## src/rtl/bram_pixel_writer.sv

```systemverilog
// Packs a byte-serial R,G,B stream into {8'h00,R,G,B} words and writes them to
// sequential BRAM word addresses, pulsing frame_done once the frame is committed.
module bram_pixel_writer #(
    parameter int NUM_PIXELS = 7056,
    parameter int ADDR_W     = 13
) (
    input  logic              clk,
    input  logic              rstn,
    input  logic              start,
    input  logic              s_valid,
    output logic              s_ready,
    input  logic [7:0]        s_data,
    input  logic              s_last,
    output logic              busy,
    output logic              frame_done,
    output logic              err_short,
    output logic              err_long,
    output logic [ADDR_W-1:0] pixel_count,
    output logic              clka,
    output logic              rsta,
    output logic              ena,
    output logic [31:0]       addra,
    output logic [31:0]       dina,
    output logic [3:0]        wea,
    input  logic [31:0]       douta
);
    typedef enum logic [1:0] {IDLE, CAPTURE, WRITE_LAST, DONE} state_t;

    localparam logic [ADDR_W-1:0] LAST_IDX = ADDR_W'(NUM_PIXELS - 1);

    state_t            r_state, w_next;
    logic [1:0]        r_phase;
    logic [7:0]        r_red, r_grn;
    logic [31:0]       r_wdata;
    logic              r_wr;
    logic [ADDR_W-1:0] r_count;
    logic              r_err_short, r_err_long;

    logic w_acc, w_b, w_final, w_early, w_unused;

    assign w_acc   = s_valid && s_ready;
    assign w_b     = w_acc && (r_phase == 2'd2);
    // r_count already equals the index of the pixel whose B byte is arriving:
    // the previous write has always retired by then.
    assign w_final = w_b && (r_count == LAST_IDX);
    assign w_early = w_acc && s_last && !w_final;
    assign w_unused = ^douta;

    always_ff @(posedge clk or negedge rstn) begin
        if (!rstn) r_state <= IDLE;
        else       r_state <= w_next;
    end

    always_comb begin
        w_next = r_state;
        case (r_state)
            IDLE:       if (start) w_next = CAPTURE;
            CAPTURE: begin
                if (w_final || (w_early && w_b)) w_next = WRITE_LAST;
                else if (w_early)                w_next = DONE;
            end
            WRITE_LAST: w_next = DONE;
            DONE:       w_next = IDLE;
            default:    w_next = IDLE;
        endcase
    end

    always_comb begin
        s_ready    = (r_state == CAPTURE);
        busy       = (r_state != IDLE);
        frame_done = (r_state == DONE);
    end

    always_ff @(posedge clk or negedge rstn) begin
        if (!rstn) begin
            r_phase     <= 2'd0;
            r_red       <= 8'h00;
            r_grn       <= 8'h00;
            r_wdata     <= 32'h0;
            r_wr        <= 1'b0;
            r_count     <= '0;
            r_err_short <= 1'b0;
            r_err_long  <= 1'b0;
        end else begin
            r_wr <= w_b;
            if (r_wr) r_count <= r_count + ADDR_W'(1);
            if (w_acc) begin
                case (r_phase)
                    2'd0: begin r_red <= s_data; r_phase <= 2'd1; end
                    2'd1: begin r_grn <= s_data; r_phase <= 2'd2; end
                    default: begin
                        r_wdata <= {8'h00, r_red, r_grn, s_data};
                        r_phase <= 2'd0;
                    end
                endcase
            end
            if (w_early)            r_err_short <= 1'b1;
            if (w_final && !s_last) r_err_long  <= 1'b1;
            if (r_state == IDLE && start) begin
                r_phase     <= 2'd0;
                r_count     <= '0;
                r_err_short <= 1'b0;
                r_err_long  <= 1'b0;
            end
        end
    end

    assign pixel_count = r_count;
    assign err_short   = r_err_short;
    assign err_long    = r_err_long;
    assign clka        = clk;
    assign rsta        = ~rstn;
    assign ena         = r_wr;
    assign wea         = {4{r_wr}};
    assign addra       = r_wr ? {{(30-ADDR_W){1'b0}}, r_count, 2'b00} : 32'h0;
    assign dina        = r_wr ? r_wdata : 32'h0;
endmodule

```

## config.mk

```make
export PLATFORM = sky130hd
export DESIGN_NAME = bram_pixel_writer
export DESIGN_NICKNAME = d
export VERILOG_FILES = /design/src/rtl/bram_pixel_writer.sv
export SDC_FILE = /design/constraint.sdc
export NUM_CORES = 1
export LEC_CHECK = 0
export ABC_CLOCK_PERIOD_IN_PS = 2000
export CORE_AREA = 2 2 78 99
export CTS_BUF_LIST = sky130_fd_sc_hd__clkbuf_4
export DETAILED_ROUTE_END_ITERATION = 10
export DIE_AREA = 0 0 80 101
export MAX_ROUTING_LAYER = met4
export PLACE_DENSITY = 0.8
export SYNTH_ARGS = -nofsm -noshare
export SYNTH_HDL_FRONTEND = slang
export SYNTH_SLANG_ARGS = --single-unit
```

## constraint.sdc

```tcl
create_clock -name clk -period 2 [get_ports clk]
set_input_delay 0.5 -clock clk [delete_from_list [all_inputs] [get_ports clk]]
set_output_delay 0.5 -clock clk [all_outputs]
set_load 0.02 [all_outputs]
```

# Yosys cells after proc, flatten, opt, wreduce, memory -nomap -nowiden
# Index checks and enable logic that the tools add are counted.
# totals
reg_bits	60
in_bits	45
out_inout_bits	89
wordCells	58
# op_classes
addsub	1
n_eq_ne	8
n_mux	15
n_bitwise	2
reduce_logical	23
# ops
op	n
$mux W13	2
$mux W24	1
$mux W15	1
$add A13 B1 Y13 const B	1
$eq A13 B13 Y1 const B	1
$mux W2	5
$reduce_bool A2 Y1	5
$logic_and A1 B1 Y1	8
$pmux W2 S4	1
$reduce_and A2 Y1	4
$eq A2 B2 Y1 const B	3
$eq A2 B1 Y1 const B	2
$logic_not A2 Y1	2
$mux W1	4
$pmux W2 S2	1
$ne A3 B1 Y1 const B	1
$logic_not A1 Y1	2
$ne A2 B2 Y1 const B	1
$not A1 Y1	2
$reduce_or A2 Y1	1
$logic_or A1 B1 Y1	1

# Logic depth before layout (Yosys ltp)
# Gate-level depths: netlist of the first run.
# depth
word_depth	10
ltp_mapped	6
depth_no_buf	6

==> results of run 1 <==
-- synthesized netlist by cell type, drive strengths merged, types with 4 or more instances --
library cell / number / share of area
nor2: 16 / 0.020
buf: 34 / 0.084
mux2: 41 / 0.16
ha: 5 / 0.021
nand3: 8 / 0.013
dfrtp: 60 / 0.50
a21oi: 5 / 0.0084
xnor2: 7 / 0.020
clkbuf: 6 / 0.0075
and2: 38 / 0.079
nor4: 4 / 0.0084
inv: 4 / 0.0050
nand2: 9 / 0.011
-- through the flow --
step,utilization,power (W),hold WS [ns],worst slack [ns],area [um2]
CTS,0.5422,0.003989,0.1892,-0.1403,3894
global placement,0.5296,0.003016,0.4819,-0.04913,3804
global route,0.5465,0.004249,0.2234,-0.06397,3925
finish,0.5465,0.003974,0.1828,0.02152,3925
detailed placement,0.5296,0.003085,0.4876,-0.06396,3804
floorplan,-,0.002707,0.2044,0.09558,3090
-- critical path, delay by kind of cell --
family	cells	cell delay [ns]
buffers and inverters	3	0.48
-- sequential cells by signal, summed over array words and instances (netlist names) --
register / count
ena: 1
err_long: 1
err_short: 1
pixel_count: 13
r_grn: 8
r_phase: 2
r_red: 8
r_state: 2
r_wdata: 24
-- cell usage in the layout (no fill, tap or decap), types with 2 or more instances in the layout --
cell	netlist	final
dlymetal6s2s_1	0	2
nor3_1	2	2
ha_1	5	3
dlygate4sd2_1	0	13
clkdlybuf4s15_1	0	5
inv_1	4	2
clkinvlp_4	0	3
inv_2	0	2
buf_2	2	22
nand3_1	8	8
conb_1	1	27
a21oi_1	5	5
nand2_1	9	9
nor2_1	16	16
xnor2_1	7	7
buf_6	0	18
buf_4	32	14
clkdlybuf4s50_1	0	12
or3_1	2	2
o21ai_0	2	2
and4bb_2	2	2
and2_1	38	31
clkbuf_4	0	12
nor4_1	4	4
xor2_1	3	3
dfrtp_1	60	60
buf_12	0	3
and2_4	0	7
mux2_2	40	40
-- worst min-delay path by stage --
stage | depth (start not counted) | to | from | slack, ns
2_1_floorplan | 0 | ena$_DFF_PN0_ | rstn | 0.20
5_1_grt | 2 | pixel_count[5]$_DFFE_PN0P_ | rstn | 0.22
6_report | 2 | pixel_count[6]$_DFFE_PN0P_ | rstn | 0.18
4_1_cts | 2 | r_wdata[0]$_DFFE_PN0P_ | rstn | 0.19
3_3_place_gp | 1 | r_wdata[13]$_DFFE_PN0P_ | r_wdata[13]$_DFFE_PN0P_ | 0.48
3_5_place_dp | 1 | r_wdata[11]$_DFFE_PN0P_ | r_wdata[11]$_DFFE_PN0P_ | 0.49
-- routing by layer --
layer,up-vias,GRT usage,share of wire
met5,-,-,0
met2,82,0.2622,0.50
met1,1064,0.1879,0.41
li1,1002,-,-
met4,0,0.09648,0.015
met3,15,0.05018,0.068
-- power by group --
group	switching [W]	leakage, nW	internal (W)
Clock	0.000506	0.0826	0.000467
Combinational	0.000505	1.15	0.000619
Sequential	0.000243	0.788	0.00163
-- layout make-up --
| cell class | instances | share of cell area |
|---|---|---|
| multi-input combinational | 183 | 0.3398 |
| clock buffer | 13 | 0.02582 |
| tap | 92 | 0.02933 |
| sequential | 60 | 0.3825 |
| timing repair buffer | 90 | 0.2018 |
| clock inverter | 6 | 0.01690 |
| inverter | 4 | 0.003825 |
-- logic make-up (layout without fill, tap and decap cells) --
group / count (synthesis) / in the layout
simple gates: 87 / 87
flops: 60 / 60
buf+inv: 44 / 113
mux: 42 / 42
compound gates: 12 / 12
xor+xnor: 10 / 10
fa+ha+maj: 5 / 5
other cells: 1 / 27
-- timing repair --
| action | CTS | global route |
|---|---|---|
| cloned | 0 | 0 |
| gates resized for setup | 213 | 24 |
| setup endpoints to repair | 59 | 28 |
| pin swaps | 0 | 0 |
| hold buffers | 0 | 0 |
| setup buffers | 3 | 2 |
==> impl_metrics.env, run 1 <==
export IMPL_wl_per_cell_um=13.89
export IMPL_critical_path_endpoint="clka"
export IMPL_synthesis_yosys_warnings=0
export IMPL_synth_edf_count=0
export IMPL_fmax_mhz=506.3
export IMPL_gp_congestion=0.9089
export IMPL_yosys_area_share_simple=0.1672
export IMPL_finalNonFillerCells=448
export IMPL_power_density_cell_area_nw_per_um2=1012
export IMPL_boundaryPins=134
export IMPL_finalWirelength_um=6224
export IMPL_synth_area_mux_share=0.1589
export IMPL_tritoncts="built"
export IMPL_grt_overflow_total=0
export IMPL_cp_data_required_time_ns=1.50
export IMPL_ys_flop_type="dfrtp_1"
export IMPL_synth_distinct_cells=33
export IMPL_path_cells="clkbuf_4, clkbuf_4, clkdlybuf4s15_2"
export IMPL_drt_pass1_iterations=4
export IMPL_numPortBuffers=74
export IMPL_die_area_um2=8080
export IMPL_number_of_max_slew_violations_in_the_final_report=0
export IMPL_netlist_instances=261
export IMPL_rr_startpoint="r_state[1]$_DFFE_PN0P_"
export IMPL_layout_area_overhead_vs_synth_pct=31.15
export IMPL_worst_setup_path_type="clk2out"
export IMPL_compound_cell_area_share_of_the_yosys_netlist=0.02467
export IMPL_seqCellArea_um2=1501
export IMPL_track_usage=0.1670
export IMPL_fin_worst_skew_ns=0.01235
export IMPL_max_cap_violations=0
export IMPL_p_leak_nw=2.024
export IMPL_detailedRoute_firstIterationViolations=65
export IMPL_asyncSetResetFlopFracSynth=1.000
export IMPL_crit_path_start="clk"
export IMPL_sum_of_net_half_perimeters_after_detailed_placement_um=4192
export IMPL_max_slew_margin=0.5071
export IMPL_grt_setup_unrepaired="yes"
export IMPL_hp_class="in2async"
export IMPL_floorplan_rows=35
export IMPL_final_setup_viol_count=0
export IMPL_n_fill_cell=655
export IMPL_fin_setup_tns_ns=0
export IMPL_critPathSlowestCell="clkdlybuf4s15_2"
export IMPL_ys_seq_area_frac=0.5017
export IMPL_core_region_um2=7182
export IMPL_grt_pass1_vias=2135
export IMPL_via_per_inst=4.828
export IMPL_r2r_cells=6
export IMPL_worst_slew_pin_slew_ns=0.7394
export IMPL_adder_cell_fraction_of_synth_area=0.02090
export IMPL_die_height_um=101
export IMPL_period_share=0.9892
export IMPL_global_route_wire_length_before_repair_um=9984
export IMPL_finalNetCount=402
export IMPL_fp_dieW_um=80
export IMPL_crit_reg2reg_capture="r_state[1]$_DFFE_PN0P_"
export IMPL_timing_hold_violations_final=0
export IMPL_clock_insertion_delay_worst_skew_ns=0.50
export IMPL_synth_seq_cells=60
export IMPL_most_frequent_cell_on_the_critical_path="clkbuf_4"
export IMPL_drive_gt1_frac=0.3764
export IMPL_vias=2163
export IMPL_fin_crit_ns=1.978
export IMPL_placed_cells=426
export IMPL_drtAntennaViolNets=0
export IMPL_synthesized_area_fraction_occupied_by_xor_and_xnor_cells=0.02926
export IMPL_cp_slowest_stage_delay_ns=0.25
export IMPL_clk_pin_slew_worst_paths_ns=0.10
export IMPL_syn_cell_area_um2=2993
export IMPL_synth_avg_cell_area_um2=11.47
export IMPL_drcViolationCount=0
export IMPL_antennaDiodeCount=0
export IMPL_worst_endpoint_arrival_ns=1.48
export IMPL_cp_max_fo=2
export IMPL_initial_utilization=0.4167
export IMPL_synth_top_family_by_area="simple AND/OR/NAND/NOR gates"
export IMPL_grt_start_max_net_pins=61
export IMPL_reg_to_reg_setup_timing_slack_ns=0.20
export IMPL_multi_input_area_um2=1334
export IMPL_status="complete, no violations"
export IMPL_kind_of_end_point_of_the_critical_path="primary output"
export IMPL_antenna_found_initial=0
export IMPL_setup_worst_path_start_class="clock port"
export IMPL_max_vdd_ir_drop_v=0.0005979
Note: power is estimated with default switching activity, not from simulation.
==> run 2: changes to the inputs <==
Settings changed: SLEW_MARGIN set to 25.
==> results of run 2 <==
Final layout, timing and power as in run 1 (identical DEF).
==> run 3: changes to the inputs <==
Settings changed: ABC_CLOCK_PERIOD_IN_PS 2000 to 2150.
Clock period 2 ns to 2.15 ns, I/O delays scaled along.
==> impl_metrics.env, run 3 (synthesized netlist as in run 1, its figures left out) <==
export IMPL_status="complete, no violations"
export IMPL_crit_reg2reg_capture="r_state[1]$_DFFE_PN0P_"
export IMPL_setup_worst_path_start_class="clock port"
export IMPL_detailedRoute_firstIterationViolations=35
export IMPL_grt_use_met1=0.1815
export IMPL_globalRoute_busiestLayer="met2"
export IMPL_comb_power_share=0.280
export IMPL_clock_insertion_delay_worst_skew_ns=0.50
export IMPL_max_slew_margin=0.5008
export IMPL_critical_path_endpoint="clka"
export IMPL_core_region_um2=7182
export IMPL_antenna_found_initial=0
export IMPL_die_height_um=101
export IMPL_final_setup_viol_count=0
export IMPL_grt_overflow_total=0
export IMPL_drt_pass1_iterations=4
export IMPL_postPlaceCellArea_um2=3754
export IMPL_rr_startpoint="r_state[1]$_DFFE_PN0P_"
export IMPL_boundaryPins=134
export IMPL_drtAntennaViolNets=0
export IMPL_most_frequent_cell_on_the_critical_path="clkbuf_4"
export IMPL_post_route_util=0.5331
export IMPL_via_per_inst=4.873
export IMPL_path_buf_inv=3
export IMPL_max_vdd_ir_drop_v=0.0007733
export IMPL_drcViolationCount=0
export IMPL_largest_register="r_wdata"
export IMPL_cp_slowest_stage_delay_ns=0.27
export IMPL_worst_endpoint_arrival_ns=1.58
export IMPL_power_net_switching_w=0.001129
export IMPL_cell_count_along_the_critical_path=3
export IMPL_p_leak_nw=1.980
export IMPL_grt_start_max_net_pins=61
export IMPL_path_cells="clkbuf_4, clkbuf_4, clkdlybuf4s15_1"
export IMPL_hold_buf_cts=0
export IMPL_antennaDiodeCount=0
export IMPL_grt_pass1_vias=2189
export IMPL_track_usage=0.1664
export IMPL_layout_common_cells="60 x dfrtp_1, 40 x mux2_2, 38 x and2_1"
export IMPL_layout_area_overhead_vs_synth_pct=27.93
export IMPL_worst_slew_pin_slew_ns=0.7488
export IMPL_internal_power_w=0.002490
export IMPL_crit_path_start="clk"
export IMPL_max_cap_violations=0
export IMPL_stdcell_area_um2=3829
export IMPL_part_of_the_power_in_the_clock_network=0.243
export IMPL_post_layout_worst_setup_margin_ns=0.03656
export IMPL_wl_per_cell_um=13.84
export IMPL_global_route_wire_length_before_repair_um=10030
export IMPL_timing_hold_violations_final=0
export IMPL_clk_pin_slew_worst_paths_ns=0.10
export IMPL_die_area_um2=8080
export IMPL_numPortBuffers=74
export IMPL_initial_utilization=0.4167
export IMPL_total_power_w=0.003619
export IMPL_switching_share=0.3119
export IMPL_r2r_cells=6
export IMPL_critPathSlowestCell="clkdlybuf4s15_1"
export IMPL_whs_ns=0.2249
export IMPL_hp_class="in2async"
export IMPL_finalNetCount=395
export IMPL_met3_usage=0.04749
export IMPL_p_seq_frac=0.478
export IMPL_finalWirelength_um=6105
export IMPL_globalRouteMet2Util=0.2712
export IMPL_mostFrequentLayoutCell="dfrtp_1"
export IMPL_number_of_max_slew_violations_in_the_final_report=0
export IMPL_cp_data_required_time_ns=1.61
export IMPL_number_of_flip_flops_under_the_largest_register_name=24
export IMPL_gp_congestion=0.8919
export IMPL_reg_to_reg_setup_timing_slack_ns=0.29
export IMPL_floorplan_rows=35
export IMPL_drive_gt1_frac=0.3009
export IMPL_tritoncts="built"
export IMPL_fp_dieW_um=80
export IMPL_kind_of_end_point_of_the_critical_path="primary output"
export IMPL_sum_of_net_half_perimeters_after_detailed_placement_um=4168
export IMPL_fin_worst_skew_ns=0.007778
export IMPL_grt_setup_unrepaired="yes"
export IMPL_cp_max_fo=2
export IMPL_post_place_ws_ns=-0.05389
export IMPL_vias=2149
export IMPL_worst_setup_path_type="clk2out"
export IMPL_critical_path_top_delay_family="buffers and inverters"
export IMPL_power_density_cell_area_nw_per_um2=945.3
-- run 3: power by group through the flow --
stage               Clock [W]  Combinational (W)  Sequential, W
floorplan           0.0000543           0.000748        0.00172
global placement    0.0000625           0.000972        0.00174
detailed placement  0.0000625            0.00101        0.00176
CTS                  0.000908           0.000992        0.00174
global route         0.000958            0.00112        0.00178
finish               0.000878            0.00101        0.00173
-- run 3: final cells by class --
| cell class | instances | area, um2 |
|---|---|---|
| clock buffer | 13 | 100.1 |
| fill | 667 | 3353 |
| multi-input combinational | 183 | 1304 |
| clock inverter | 6 | 56.30 |
| tap | 92 | 115.1 |
| inverter | 4 | 15.01 |
| sequential | 60 | 1501 |
| timing repair buffer | 83 | 737.0 |
-- run 3: per-layer routing --
layer	vias to the layer above	wire length, um
li1	990	-
met1	1051	2491
met2	94	3048
met3	14	466
met4	0	99
met5	-	0
-- run 3: worst min-delay path by stage --
stage / from / end / slack [ns] / cells past startpoint
floorplan: rstn / ena$_DFF_PN0_ / 0.24 / 0
global placement: r_wdata[2]$_DFFE_PN0P_ / r_wdata[2]$_DFFE_PN0P_ / 0.48 / 1
detailed placement: r_wdata[22]$_DFFE_PN0P_ / r_wdata[22]$_DFFE_PN0P_ / 0.49 / 1
CTS: rstn / r_red[0]$_DFFE_PN0P_ / 0.24 / 2
global route: rstn / r_wdata[15]$_DFFE_PN0P_ / 0.27 / 2
finish: rstn / pixel_count[5]$_DFFE_PN0P_ / 0.22 / 2
-- run 3: stage by stage --
| stage | std cells | TNS [ns] |
|---|---|---|
| after floorplan | 287 | 0 |
| after global placement | 421 | -0.02956 |
| after detailed placement | 421 | -0.2774 |
| after CTS | 439 | 0 |
| after global routing | 441 | -0.02582 |
| final | 441 | 0 |
-- run 3: timing repair --
action / in CTS / in global routing
endpoints found under the setup margin: 53 / 41
buffers inserted: 0 / 2
gates cloned: 0 / 0
pin swaps: 0 / 0
gates resized for setup: 85 / 46
